[src/rtl/ext_irq_ctrl.sv]
// External interrupt requester: edge-collects device lines, grants the lowest pending source
// to the CPU over a four-phase ExtIRQ/ExtIAck handshake. Define IRQ_MASK_EN for a writable mask.
module ext_irq_ctrl #(
    parameter int N_SRC = 4,
    parameter int ID_W  = 2
) (
    input  logic             clk,
    input  logic             reset,
    input  logic [N_SRC-1:0] dev_irq,
    input  logic             ExtIAck,
`ifdef IRQ_MASK_EN
    input  logic             mask_we,
    input  logic [N_SRC-1:0] mask_wdata,
`endif
    output logic             ExtIRQ,
    output logic [ID_W-1:0]  irq_id,
    output logic [N_SRC-1:0] irq_pending
);

    // state   | meaning
    // IDLE    | no grant outstanding; pick lowest eligible pending source
    // REQ     | ExtIRQ held with stable irq_id until ExtIAck
    // RELEASE | source retired; wait for ExtIAck to drop
    typedef enum logic [1:0] {IDLE, REQ, RELEASE} state_t;

    state_t           state;
    logic [N_SRC-1:0] dev_q;
    logic [N_SRC-1:0] pending;
    logic [N_SRC-1:0] mask;
    logic [N_SRC-1:0] eligible;
    logic [N_SRC-1:0] rise;
    logic [N_SRC-1:0] clr;

    function automatic logic [ID_W-1:0] lowest_idx(input logic [N_SRC-1:0] v);
        lowest_idx = '0;
        for (int i = N_SRC - 1; i >= 0; i--) begin
            if (v[i]) lowest_idx = ID_W'(i);
        end
    endfunction

`ifdef IRQ_MASK_EN
    always_ff @(posedge clk or posedge reset) begin
        if (reset) begin
            mask <= '1;
        end else if (mask_we) begin
            mask <= mask_wdata;
        end
    end
`else
    assign mask = '1;
`endif

    assign rise     = dev_irq & ~dev_q;
    assign eligible = pending & mask;

    always_comb begin
        clr = '0;
        if (state == REQ && ExtIAck) begin
            for (int i = 0; i < N_SRC; i++) begin
                clr[i] = (irq_id == ID_W'(i));
            end
        end
    end

    // rise is OR-ed after the clear so a re-request on the retire edge survives
    always_ff @(posedge clk or posedge reset) begin
        if (reset) begin
            dev_q   <= '0;
            pending <= '0;
        end else begin
            dev_q   <= dev_irq;
            pending <= (pending & ~clr) | rise;
        end
    end

    always_ff @(posedge clk or posedge reset) begin
        if (reset) begin
            state  <= IDLE;
            ExtIRQ <= 1'b0;
            irq_id <= '0;
        end else begin
            case (state)
                IDLE: begin
                    if (eligible != '0) begin
                        irq_id <= lowest_idx(eligible);
                        ExtIRQ <= 1'b1;
                        state  <= REQ;
                    end
                end
                REQ: begin
                    if (ExtIAck) begin
                        ExtIRQ <= 1'b0;
                        state  <= RELEASE;
                    end
                end
                RELEASE: begin
                    if (!ExtIAck) state <= IDLE;
                end
                default: begin
                    ExtIRQ <= 1'b0;
                    state  <= IDLE;
                end
            endcase
        end
    end

    assign irq_pending = pending;

endmodule

[config.mk]
export PLATFORM = sky130hd
export DESIGN_NAME = ext_irq_ctrl
export DESIGN_NICKNAME = d
export VERILOG_FILES = /design/src/rtl/ext_irq_ctrl.sv
export SDC_FILE = /design/constraint.sdc
export NUM_CORES = 1
export LEC_CHECK = 0
export CAP_MARGIN = 10
export CORE_AREA = 2 2 39 41
export DETAILED_ROUTE_END_ITERATION = 6
export DIE_AREA = 0 0 41 43
export GPL_TIMING_DRIVEN = 0
export HOLD_SLACK_MARGIN = 0.02
export PLACE_DENSITY = 0.72
export SLEW_MARGIN = 0
export SYNTH_ARGS = -nofsm -noshare
export SYNTH_HDL_FRONTEND = slang
export SYNTH_SLANG_ARGS = --single-unit
[constraint.sdc]
create_clock -name clk -period 1.2 [get_ports clk]
set_input_delay 0.24 -clock clk [delete_from_list [all_inputs] [get_ports clk]]
set_output_delay 0.24 -clock clk [all_outputs]
set_load 0.02 [all_outputs]
Word level (Yosys, flattened, before mapping)
Cells that the tools add are included.
- output and inout bits: 7
- input bits: 7
- memories: 0
- memory bits (writable): 0
- bits in latches: 0
- word-level logic and storage cells: 38
- ROM bits: 0
- register bits after elaboration: 13
- multipliers: 0
- $lt $le $gt $ge: 0
- bitwise logic cells: 6
- shift operators: 0
- div/mod/pow operators: 0
- add/subtract/negate cells: 0
- mux-type cells: 12
- equal/unequal tests: 8
- reductions and logical operators: 7
- operators by type and width (kind ; number):
    2-to-1 mux 2 bit ; 7
    AND 4 bit ; 2
    NOT 4 bit ; 2
    equality test 2 bit, second input constant ; 3
    != test 2 bit, second input constant ; 3
    case mux 2 bit (3 select lines) ; 1
    AND reduction 3 bit ; 2
    equality test 2 x 1 -> 1 bit, second input constant ; 2
    logical NOT 2 bit ; 2
    2-to-1 mux 4 bit ; 1
    bitwise OR 4 bit ; 1
    nonzero test 4 bit ; 1
    case mux 1 bit (3 select lines) ; 1
    2-to-1 mux 1 bit ; 2
    AND reduction 2 bit ; 1
    logical AND 1 bit ; 1
    NOT 1 bit ; 1

Logic depth before layout (Yosys ltp)
- depth after elaboration: 6
- depth in mapped cells: 4

Worst setup path after synthesis
OpenSTA, ideal clock, no wires.
- kind: register to register
- start point: register irq_id[0]
- end point: register pending[2] (netlist: irq_pending[2])
- arrival: 0.981 ns
- stages on the path, launching flop included: 4
- setup slack: 0.098 ns
- cell sequence: dfrtp_1 and4bb_1 nand2_1 a22o_1
- cells in the longest elaborated chain, start to end: 5
- ends and longest elaborated chain (item ; RTL line ; RTL):
    start: declaration ; 16 ; output logic [ID_W-1:0] irq_id,
    start signal: assignment ; 85 ; irq_id <= lowest_idx(eligible);
    equality test 2 bit ; 60 ; clr[i] = (irq_id == ID_W'(i));
    2-to-1 mux 4 bit ; 58 ; if (state == REQ && ExtIAck) begin
    NOT 4 bit ; 72 ; pending <= (pending & ~clr) | rise;
    AND 4 bit ; 72 ;
    bitwise OR 4 bit ; 72 ;
    end signal: assignment ; 72 ;
    end: declaration ; 28 ; logic [N_SRC-1:0] pending;
Every way passes these cells.
A chain may end at the register's enable or synchronous reset.

Worst setup path after layout
- start point: register state[1]
- end point: register pending[0] (netlist: irq_pending[0])
- cells in the longest elaborated chain, start to end: 6
- ends and longest elaborated chain (item ; RTL line ; RTL):
    start: declaration ; 26 ; state_t state;
    start signal: assignment ; 78 ; state <= IDLE;
    start signal: assignment ; 87 ; state <= REQ;
    start signal: assignment ; 93 ; state <= RELEASE;
    equality test 2 x 1 -> 1 bit ; 58 ;
    logical AND 1 bit ; 58 ;
    2-to-1 mux 4 bit ; 58 ;
    NOT 4 bit ; 72 ;
    AND 4 bit ; 72 ;
    bitwise OR 4 bit ; 72 ;
Every way passes these cells.

==> run_results.csv <==
group,metric,value,unit
power_and_ir_drop,sw_frac_of_total,37.0,%
timing,fmax,0.878,GHz
setup_path,crit_start,"state[1]",
global_routing,grt_pass1_wl,1520,um
timing,final.setup.worst_slack,0.0612,ns
die,dieWidth,41,um
synthesis,syn_nets,55,
setup_path,crit_chain,"buf_6, and4bb_1, nand2_1, a22o_1",
die,rows,14,
layout,antennaDiodeCount,0,
global_routing,grt.overflow.total,0,
placed_design,portBuffers,13,
layout,post-route-cell-area,693,um^2
die,start_util,38.3,%
clock_tree,numCtsBuffers,3,
power_and_ir_drop,internal_power,1.06,mW
layout,nNetsFinal,75,
die,core,0.00138,mm^2
synthesis,syn_inst,48,
synthesis,syn_area_per_cell,11.1,um^2
die,pin_count,14,
timing,finalCriticalPeriod,1.14,ns
layout,layout_common_cells,"13 x dfrtp_1, 7 x inv_1, 6 x o21ai_0, 6 x clkdlybuf4s50_1, 5 x buf_2",
placed_design,placement.cell_area,681,um^2
synthesis,synth_warnings,0,
synthesis,yosys.area.top_type,"dfrtp_1",
flow_run,drv_cap,0,
timing,slew_viol_final,0,
routing,viasPerCell,4.72,
setup_path,path_class,"reg2reg",
timing,slew_headroom,68.2,%
global_routing,antenna_found_initial,0,
setup_path,cpPeakStageDelay,0.38,ns
clock_tree,htree_levels,1,
routing,post_drt_wl_per_cell,11.1,um
synthesis,ys_types,17,
setup_path,crit_path_start_kind,"flip-flop",
setup_path,path_max_fanout,10,
power_and_ir_drop,max-vdd-ir-drop,0.872,mV
synthesis,synth-seq-cells,13,
timing,fin_crit_sh,94.9,%
setup_path,cp_slowest_cell,"dfrtp_1",
clock_tree,clockBufferDepth,2,
synthesis,synth.cell_area,531,um^2
setup_path,rr_worst_depth,4,
placed_design,gp_congestion,0.776,
power_and_ir_drop,p_sw,0.620,mW
layout,area_delta_synth_final,30.7,%
clock_tree,path_clk_slew,0.07,ns
die,die_h,43,um
timing,hold_slack,0.290,ns
timing,worst_pin_slew,0.476,ns
status,status,"finished, final reports clean",
routing,first_pass_iters,2,
setup_path,worstPathRequired,1.35,ns
placed_design,dp_slack,-0.172,ns
setup_path,crit_path_end_kind,"flip-flop",
synthesis,synthTopCellsByArea,"dfrtp_1 61%, o21ai_0 5.7%, inv_1 5.0%",
setup_path,arrival,1.29,ns
routing,drcViolationCount,0,
timing,grt_setup_unrepaired,"false",
timing,finalClockSkew,0.00351,ns
global_routing,grt_max_degree,14,
clock_tree,clk_latency,0.26,ns
layout,drive_gt1_share,20.9,%
setup_path,rr_startpoint,"state[1]",
clock_tree,clkSinkCount,13,
power_and_ir_drop,pwr-share-comb,44.0,%
min_path,hp-class,"in2async",
power_and_ir_drop,p_clk_share,15.1,%
clock_tree,cts_tree,"done",
die,die-area,0.00176,mm^2
synthesis,yosys.area.top_type_share,61.3,%
global_routing,track_usage,12.9,%
routing,routed_wl,922,um
power_and_ir_drop,leakagePower,0.327,nW
power_and_ir_drop,powerDensity,2420,mW/mm^2
routing,vias,392,
clock_tree,cts_root_buffer,"clkbuf_4",
clock_tree,cts_hold_buf,0,
timing,hold_violations,0,
layout,layout_commonest_cell,"dfrtp_1",
routing,ant_nets,0,
placed_design,dp_hpwl,683,um
power_and_ir_drop,p_seq_share,40.9,%
synthesis,synth_seq_area_share,61.3,%
routing,first_iter_violations,4,
global_routing,grt_pass1_vias,382,
timing,setup_viol,0,
## cell usage after synthesis
cell type  count
o21ai_0        6
inv_1          7
and4bb_1       1
buf_6          1
o32a_1         2
nand2b_1       1
a21oi_1        1
nand2_1        4
a22o_1         2
a211o_1        1
nor3_1         2
buf_4          1
dfrtp_1       13
nor2_1         3
nand4b_1       1
a21boi_1       1
or2b_1         1
## critical path: cells and delay by family (launching register included)
family / cells / cell delay, ns
flip-flops: 1 / 0.38
AND/OR/NAND/NOR: 2 / 0.34
AO/OA/AOI/OAI: 1 / 0.18
buffers and inverters: 1 / 0.13
## cell families (layout without fill, tap and decap cells)
| kind of cell | Yosys count | after routing | synth area share, % |
|---|---|---|---|
| DFF | 13 | 13 | 61.3 |
| AOI/OAI and AO/OA | 13 | 13 | 16.7 |
| and+or+nand+nor | 13 | 13 | 13.4 |
| buffers and inverters | 9 | 28 | 8.49 |
## area by class of cell
| type | instances | area [um^2] |
|---|---|---|
| plain buffers | 2 | 18.8 |
| flip-flops and latches | 13 | 325 |
| fillers | 143 | 691 |
| repair buffers | 15 | 116 |
| clock buffers | 4 | 26.3 |
| well taps | 16 | 20.0 |
| multi-input cells | 26 | 160 |
| inverters | 7 | 26.3 |
## timing repair
| item | 4_1_cts | 5_1_grt |
|---|---|---|
| setup endpoints to repair | 7 | 5 |
| buffers inserted | 0 | 2 |
| gates resized for setup | 22 | 4 |
## per-layer routing
layer	share of wire, %	vias to the layer above	global-route usage (%)
li1	-	201	-
met1	48	176	18.5
met2	44	13	16.9
met3	7.4	2	3.14
met4	0.98	0	8.00
met5	0	-	0
## flip-flops by register name, summed over array words and instances, names as in the netlist
signal       cells
dev_q            4
irq_pending      4
irq_id           2
state            2
ExtIRQ           1
## power by group through the flow
stage / clock network, mW / logic (mW) / registers (mW)
CTS: 0.266 / 0.731 / 0.700
global route: 0.286 / 0.819 / 0.705
global placement: 0 / 0.767 / 0.707
finish: 0.254 / 0.739 / 0.686
detailed placement: 0 / 0.777 / 0.713
floorplan: 0 / 0.355 / 0.819
## per-stage QoR
step / TNS, ns / utilization [%] / total power, mW / instances
floorplan: 0 / - / 1.17 / 48
global placement: -0.700 / 49.2 / 1.47 / 77
detailed placement: -0.763 / 49.2 / 1.49 / 77
CTS: 0 / 50.7 / 1.70 / 81
global route: 0 / 50.1 / 1.81 / 83
finish: 0 / 50.1 / 1.68 / 83
## worst paths after layout
path	to	slack [ns]
worst min-delay path	state[0]	0.29
min in group clk	irq_pending[1]	0.42
worst max-delay path	irq_pending[0]	0.06
max in group asynchronous	dev_q[3]	0.59
worst max register to register	irq_pending[0]	0.06
worst min register to register	irq_pending[1]	0.42
Note: power is estimated with default switching activity, not from simulation.
